**src/rtl/spi_master_rx_multi.sv**
```systemverilog
// SPI master receive engine: deserialises 1/2/4-lane SDI into DATA_W-bit words
// and presents them through a registered valid/ready slot, gating the SPI clock on backpressure.
module spi_master_rx_multi #(
  parameter int DATA_W = 32,
  parameter int CNT_W  = 16
) (
  input  logic              clk,
  input  logic              rstn,
  input  logic              en,
  input  logic              abort,
  input  logic              rx_edge,
  input  logic [1:0]        mode,
  input  logic              lsb_first,
  input  logic [CNT_W-1:0]  counter_in,
  input  logic              counter_in_upd,
  input  logic [3:0]        sdi,
  output logic [DATA_W-1:0] data,
  output logic              data_valid,
  input  logic              data_ready,
  output logic              rx_done,
  output logic              clk_en_o,
  output logic              busy
);

  localparam int IDX_W = $clog2(DATA_W + 1);
  localparam logic [IDX_W-1:0] LP_DW = IDX_W'(DATA_W);

  typedef enum logic [1:0] {
    S_IDLE      = 2'd0,
    S_RECEIVE   = 2'd1,
    S_WAIT_FIFO = 2'd2,
    S_WAIT_DONE = 2'd3
  } state_t;

  // log2 of the lane count; the reserved mode 11 falls back to single lane
  function automatic logic [1:0] f_lane_shift(input logic [1:0] m);
    case (m)
      2'b01:   f_lane_shift = 2'd1;
      2'b10:   f_lane_shift = 2'd2;
      default: f_lane_shift = 2'd0;
    endcase
  endfunction

  state_t              r_state;
  logic [CNT_W-1:0]    r_target;
  logic [CNT_W-1:0]    r_tshifts;
  logic [1:0]          r_mode;
  logic                r_lsb;
  logic [DATA_W-1:0]   r_asm;
  logic [IDX_W-1:0]    r_idx;
  logic [CNT_W-1:0]    r_total;
  logic [DATA_W-1:0]   r_data;
  logic                r_valid;
  logic                r_done;

  logic [1:0]          w_lsh;
  logic [CNT_W-1:0]    w_in_target;
  logic [CNT_W-1:0]    w_in_tshifts;
  logic [IDX_W-1:0]    w_wshifts;
  logic [3:0]          w_lanes;
  logic [DATA_W-1:0]   w_lanes_ext;
  logic [IDX_W+1:0]    w_bitpos;
  logic [DATA_W-1:0]   w_asm_next;
  logic [IDX_W-1:0]    w_idx_next;
  logic [CNT_W-1:0]    w_tot_next;
  logic                w_final;
  logic                w_word_done;
  logic                w_slot_free;
  logic                w_capture;
  logic                w_stall;

  assign w_lsh        = f_lane_shift(r_mode);
  assign w_in_target  = counter_in_upd ? counter_in : r_target;
  assign w_in_tshifts = w_in_target >> f_lane_shift(mode);
  assign w_wshifts    = LP_DW >> w_lsh;

  always_comb begin
    w_lanes = 4'd0;
    case (w_lsh)
      2'd0:    w_lanes = {3'b000, sdi[0]};
      2'd1:    w_lanes = {2'b00, sdi[1:0]};
      default: w_lanes = sdi;
    endcase
  end

  assign w_lanes_ext = {{(DATA_W-4){1'b0}}, w_lanes};
  assign w_bitpos    = {2'b00, r_idx} << w_lsh;
  assign w_asm_next  = r_lsb ? (r_asm | (w_lanes_ext << w_bitpos))
                             : ((r_asm << (3'd1 << w_lsh)) | w_lanes_ext);
  assign w_idx_next  = r_idx + IDX_W'(1);
  assign w_tot_next  = r_total + CNT_W'(1);
  assign w_final     = (w_tot_next == r_tshifts);
  assign w_word_done = (w_idx_next == w_wshifts) || w_final;
  assign w_slot_free = !r_valid || data_ready;
  assign w_capture   = (r_state == S_RECEIVE) && rx_edge && !abort;
  // A completed word with nowhere to go must stop the SPI clock in the same cycle
  assign w_stall     = w_capture && w_word_done && !w_slot_free;

  assign clk_en_o   = (r_state == S_RECEIVE) && !abort && !w_stall;
  assign busy       = (r_state != S_IDLE);
  assign data       = r_data;
  assign data_valid = r_valid;
  assign rx_done    = r_done;

  always_ff @(posedge clk) begin
    if (!rstn) begin
      r_state   <= S_IDLE;
      r_target  <= CNT_W'(8);
      r_tshifts <= '0;
      r_mode    <= 2'b00;
      r_lsb     <= 1'b0;
      r_asm     <= '0;
      r_idx     <= '0;
      r_total   <= '0;
      r_data    <= '0;
      r_valid   <= 1'b0;
      r_done    <= 1'b0;
    end else begin
      r_done <= 1'b0;
      if (r_valid && data_ready) r_valid <= 1'b0;

      case (r_state)
        S_IDLE: begin
          if (counter_in_upd) r_target <= counter_in;
          if (en) begin
            if (w_in_tshifts != '0) begin
              r_state   <= S_RECEIVE;
              r_mode    <= mode;
              r_lsb     <= lsb_first;
              r_tshifts <= w_in_tshifts;
              r_asm     <= '0;
              r_idx     <= '0;
              r_total   <= '0;
            end else begin
              r_done <= 1'b1;
            end
          end
        end

        S_RECEIVE: begin
          if (abort) begin
            r_state <= S_IDLE;
            r_asm   <= '0;
          end else if (rx_edge) begin
            r_idx   <= w_idx_next;
            r_total <= w_tot_next;
            if (w_word_done && w_slot_free) begin
              r_data  <= w_asm_next;
              r_valid <= 1'b1;
              r_asm   <= '0;
              r_idx   <= '0;
              if (w_final) begin
                r_done  <= 1'b1;
                r_state <= S_IDLE;
              end
            end else if (w_word_done) begin
              r_asm   <= w_asm_next;
              r_state <= w_final ? S_WAIT_DONE : S_WAIT_FIFO;
            end else begin
              r_asm <= w_asm_next;
            end
          end
        end

        S_WAIT_FIFO: begin
          if (abort) begin
            r_state <= S_IDLE;
            r_asm   <= '0;
          end else if (w_slot_free) begin
            r_data  <= r_asm;
            r_valid <= 1'b1;
            r_asm   <= '0;
            r_idx   <= '0;
            r_state <= S_RECEIVE;
          end
        end

        S_WAIT_DONE: begin
          if (abort) begin
            r_state <= S_IDLE;
            r_asm   <= '0;
          end else if (w_slot_free) begin
            r_data  <= r_asm;
            r_valid <= 1'b1;
            r_done  <= 1'b1;
            r_asm   <= '0;
            r_state <= S_IDLE;
          end
        end

        default: r_state <= S_IDLE;
      endcase
    end
  end

endmodule
```
**config.mk**
```make
export PLATFORM = sky130hd
export DESIGN_NAME = spi_master_rx_multi
export DESIGN_NICKNAME = d
export VERILOG_FILES = /design/src/rtl/spi_master_rx_multi.sv
export SDC_FILE = /design/constraint.sdc
export NUM_CORES = 1
export LEC_CHECK = 0
export BUFFER_PORTS_ARGS = -buffer_cell sky130_fd_sc_hd__buf_2
export CORE_ASPECT_RATIO = 1.1
export CORE_MARGIN = 3
export CORE_UTILIZATION = 56
export CTS_CLUSTER_DIAMETER = 30
export DETAILED_ROUTE_END_ITERATION = 8
export GPL_ROUTABILITY_DRIVEN = 0
export PLACE_DENSITY = 0.84
export SYNTH_ARGS = -nofsm -noshare
export SYNTH_HDL_FRONTEND = slang
export SYNTH_SLANG_ARGS = --single-unit
export TNS_END_PERCENT = 30
```
**constraint.sdc**
```tcl
create_clock -name clk -period 2.6 [get_ports clk]
set_input_delay 0 -clock clk [delete_from_list [all_inputs] [get_ports clk]]
set_output_delay 0 -clock clk [all_outputs]
set_load 0.1 [all_outputs]
```
==> results by group <==
Job
  – Max-cap check violation count: 0

Critical path
  – Worst Path Required: 2.60 ns
  – Critical path startpoint category: flop
  – Crit path from: r_total[1]
  – Crit Path Category: flop to primary output
  – Worst reg2reg setup slack: -0.08 ns
  – CP endpoint kind: primary output
  – Reg2reg path depth: 11
  – Worst setup endpoint: clk_en_o
  – RR Endpoint: data[19]
  – Crit path DAT: 2.76 ns
  – Crit path max fanout: 6
  – RR Startpoint: r_mode[0]

Timing
  – Final Hold Vio Count: 0
  – Setup_tns: -1.056 ns
  – Slew HR: approximately three fifths
  – Final Worst Setup Slack: -0.1576 ns
  – Final setup vio count: 23
  – Worst slew pin tran: 0.5894 ns
  – Pins Over Slew Limit: 0
  – Fmax: 0.3626 GHz
  – Worst hold slack: about 0.026 ns
  – Crit share post-route: 106.1%
  – Min Tclk post-route: ~2.8 ns
  – RSZ-0062 raised after global routing: true
  – Max Clock Skew: 0.01737 ns

Layout
  – N_diodes: 0
  – Synth-to-Final Area Change: 30.55%
  – Post-route cell area: ~12000 um^2
  – Share of cells above drive strength 1: 30.43%
  – Fin nets: 1335

CTS
  – Worst-path clk slew: 0.06 ns
  – Root Buffer Master: clkbuf_16
  – CTS tree: built
  – H-tree lvl count: 4
  – Clk buf depth: 2
  – Clock latency on the worst-skew pair: 0.44 ns
  – Clk sinks: 125
  – CTS buffer count: 17

Route
  – Drt first pass iters: 6
  – Routed len/inst: 22.18 um
  – Total Wirelength: approximately 34000 um
  – Routed length on met1: about 11000 um
  – Via Count: 10520
  – Met3 wire length: 3117 um
  – Max Used Layer: met4
  – Initial drt markers: around 1500
  – DRC: 0
  – Via density: 6.960
  – Wire length on met2: 16000 um
  – Post-route ant nets: 0

GRT
  – All-Layer GR Usage: 34.40%
  – First-pass GRT wire length: 49800 um
  – Largest net degree at the start of global routing: 42
  – Antenna violations before repair: 0
  – Vias in the first global route: 9818
  – GRT overflow: 0

Floorplan
  – Starting Density: 57.58%
  – Core Area: 15800 um^2
  – DIE WIDTH: 127.5 um
  – DIE HEIGHT: 139.7 um
  – Rows: 48
  – Ports: 66
  – Die area: around 18000 um^2

Placed design
  – Cell area after placement: 10420 um^2
  – # port buffers: 65
  – DP Wirelength: about 21000 um

Yosys
  – Post-synth top area cell: dfxtp_1
  – FF+latch count, synth: 125
  – YS warnings: 0
  – Mapped Nets: roughly 1200
  – Syn Std Cell Area: 9095 um^2
  – Avg Inst Size Synth: 7.957 um^2
  – Mapped Cells: 1143
  – Ys async rst share: 0%
  – EDFF count, synth: 0
  – Top cells by count, synth: 132 x nand2_1, 125 x dfxtp_1, 125 x nor2_1, 105 x mux2i_1, 69 x o21ai_0
  – Top_reg_cell synth: dfxtp_1
  – Post-synth top area share: 27.51%
  – Seq/Total Area, Yosys: 27.51%
  – Yosys cell types: 78
  – Count leader, synth: nand2_1
  – Top post-synthesis cells by area: dfxtp_1 28%, mux2i_1 12%, nand2_1 5.4%

Status
  – Status: finished with violations
  – Failing checks: setup timing

Hold path
  – Worst hold path class: input port to flop

Power and ir drop
  – P_leak: 0.004966 uW
  – Pwr Density: 612.5 nW/um^2
  – Max VDD drop: 0.0005417 V
[worst min-delay path by stage]
stage / slack, ns / cells past startpoint / end / start
2_1_floorplan: 0.08 / 1 / r_state[1] / abort
5_1_grt: 0.04 / 3 / r_total[10] / rstn
6_report: 0.03 / 3 / r_total[10] / rstn
3_5_place_dp: 0.27 / 3 / r_target[15] / counter_in[15]
4_1_cts: 0.02 / 3 / r_total[10] / rstn
3_3_place_gp: 0.25 / 3 / r_target[0] / counter_in[0]
[critical path, cell delays in order, from the launching register on]
cell and delay, ns:
dfxtp_4 0.38, ha_4 0.16, nand3_4 0.11, or2_4 0.28, nor4_4 0.32, o21ai_2 0.10, a211oi_4 0.21, a21boi_2 0.12
buf_6 0.14, o31a_4 0.33, buf_12 0.17
[state kept, by name (all words and copies together) (netlist names)]
register / flops
data: 32
data_valid: 1
r_asm: 32
r_idx: 6
r_lsb: 1
r_mode: 2
r_state: 2
r_target: 16
r_total: 16
r_tshifts: 16
rx_done: 1
[per-stage QoR]
step | instances | util [%] | setup slack, ns | power [uW]
global route | 1511 | 75.17 | -0.2324 | 7502
finish | 1511 | 75.17 | -0.1576 | 7272
floorplan | 1143 | - | -0.08410 | 3630
global placement | 1449 | 65.96 | -0.09989 | 4299
detailed placement | 1449 | 65.96 | -0.2166 | 4359
CTS | 1501 | 72.24 | -0.1460 | 6983
[cell usage in the layout, fill, tap and decap left out, drive strengths merged, types with 24 or more instances in the layout]
| master | instances |
|---|---|
| inv | 26 |
| mux2 | 24 |
| buf | 221 |
| o211ai | 30 |
| a21oi | 38 |
| xnor2 | 24 |
| nor2 | 128 |
| clkbuf | 28 |
| dfxtp | 125 |
| nand3 | 30 |
| o2111ai | 29 |
| o21ai | 71 |
| nand2 | 132 |
| mux2i | 105 |
[area by class of cell]
cell class	instances	area, um^2
clock inverter	4	98.84
multi-input combinational	890	6511
inverter	30	116.4
tap	200	250.2
clock buffer	27	533.0
fill	1052	3921
timing repair buffer	235	1838
sequential	125	2526
[layer usage]
| metal | vias up | GRT usage (%) |
|---|---|---|
| li1 | 4562 | - |
| met1 | 4864 | 38.62 |
| met2 | 821 | 57.55 |
| met3 | 269 | 7.562 |
| met4 | 0 | 23.66 |
| met5 | - | 0 |
[power breakdown]
part           total [uW]  switching, uW  leakage (uW)  internal (uW)
clock                2590            902      0.000310           1680
sequential           2140            114       0.00102           2030
combinational        2550           1480       0.00364           1070
total                7270           2490       0.00497           4780
[cells by family (layout without fill, tap and decap cells)]
family	Yosys count	after routing	synth area share, %
muxes	138	138	16.76
and+or+nand+nor	398	398	20.32
DFF	125	125	27.51
buffers and inverters	128	296	6.246
adders and majority gates	6	6	0.8254
xor gates and xnor gates	30	30	2.889
AOI/OAI and AO/OA	318	318	25.45
[repair_timing]
action	CTS	global route
pin swaps	14	30
setup buffers	8	9
endpoints found under the setup margin	104	101
hold buffers	12	0
hold endpoints to repair	12	0
gates cloned	1	1
gates resized for setup	53	89
Power figures use the tool's default switching activity.
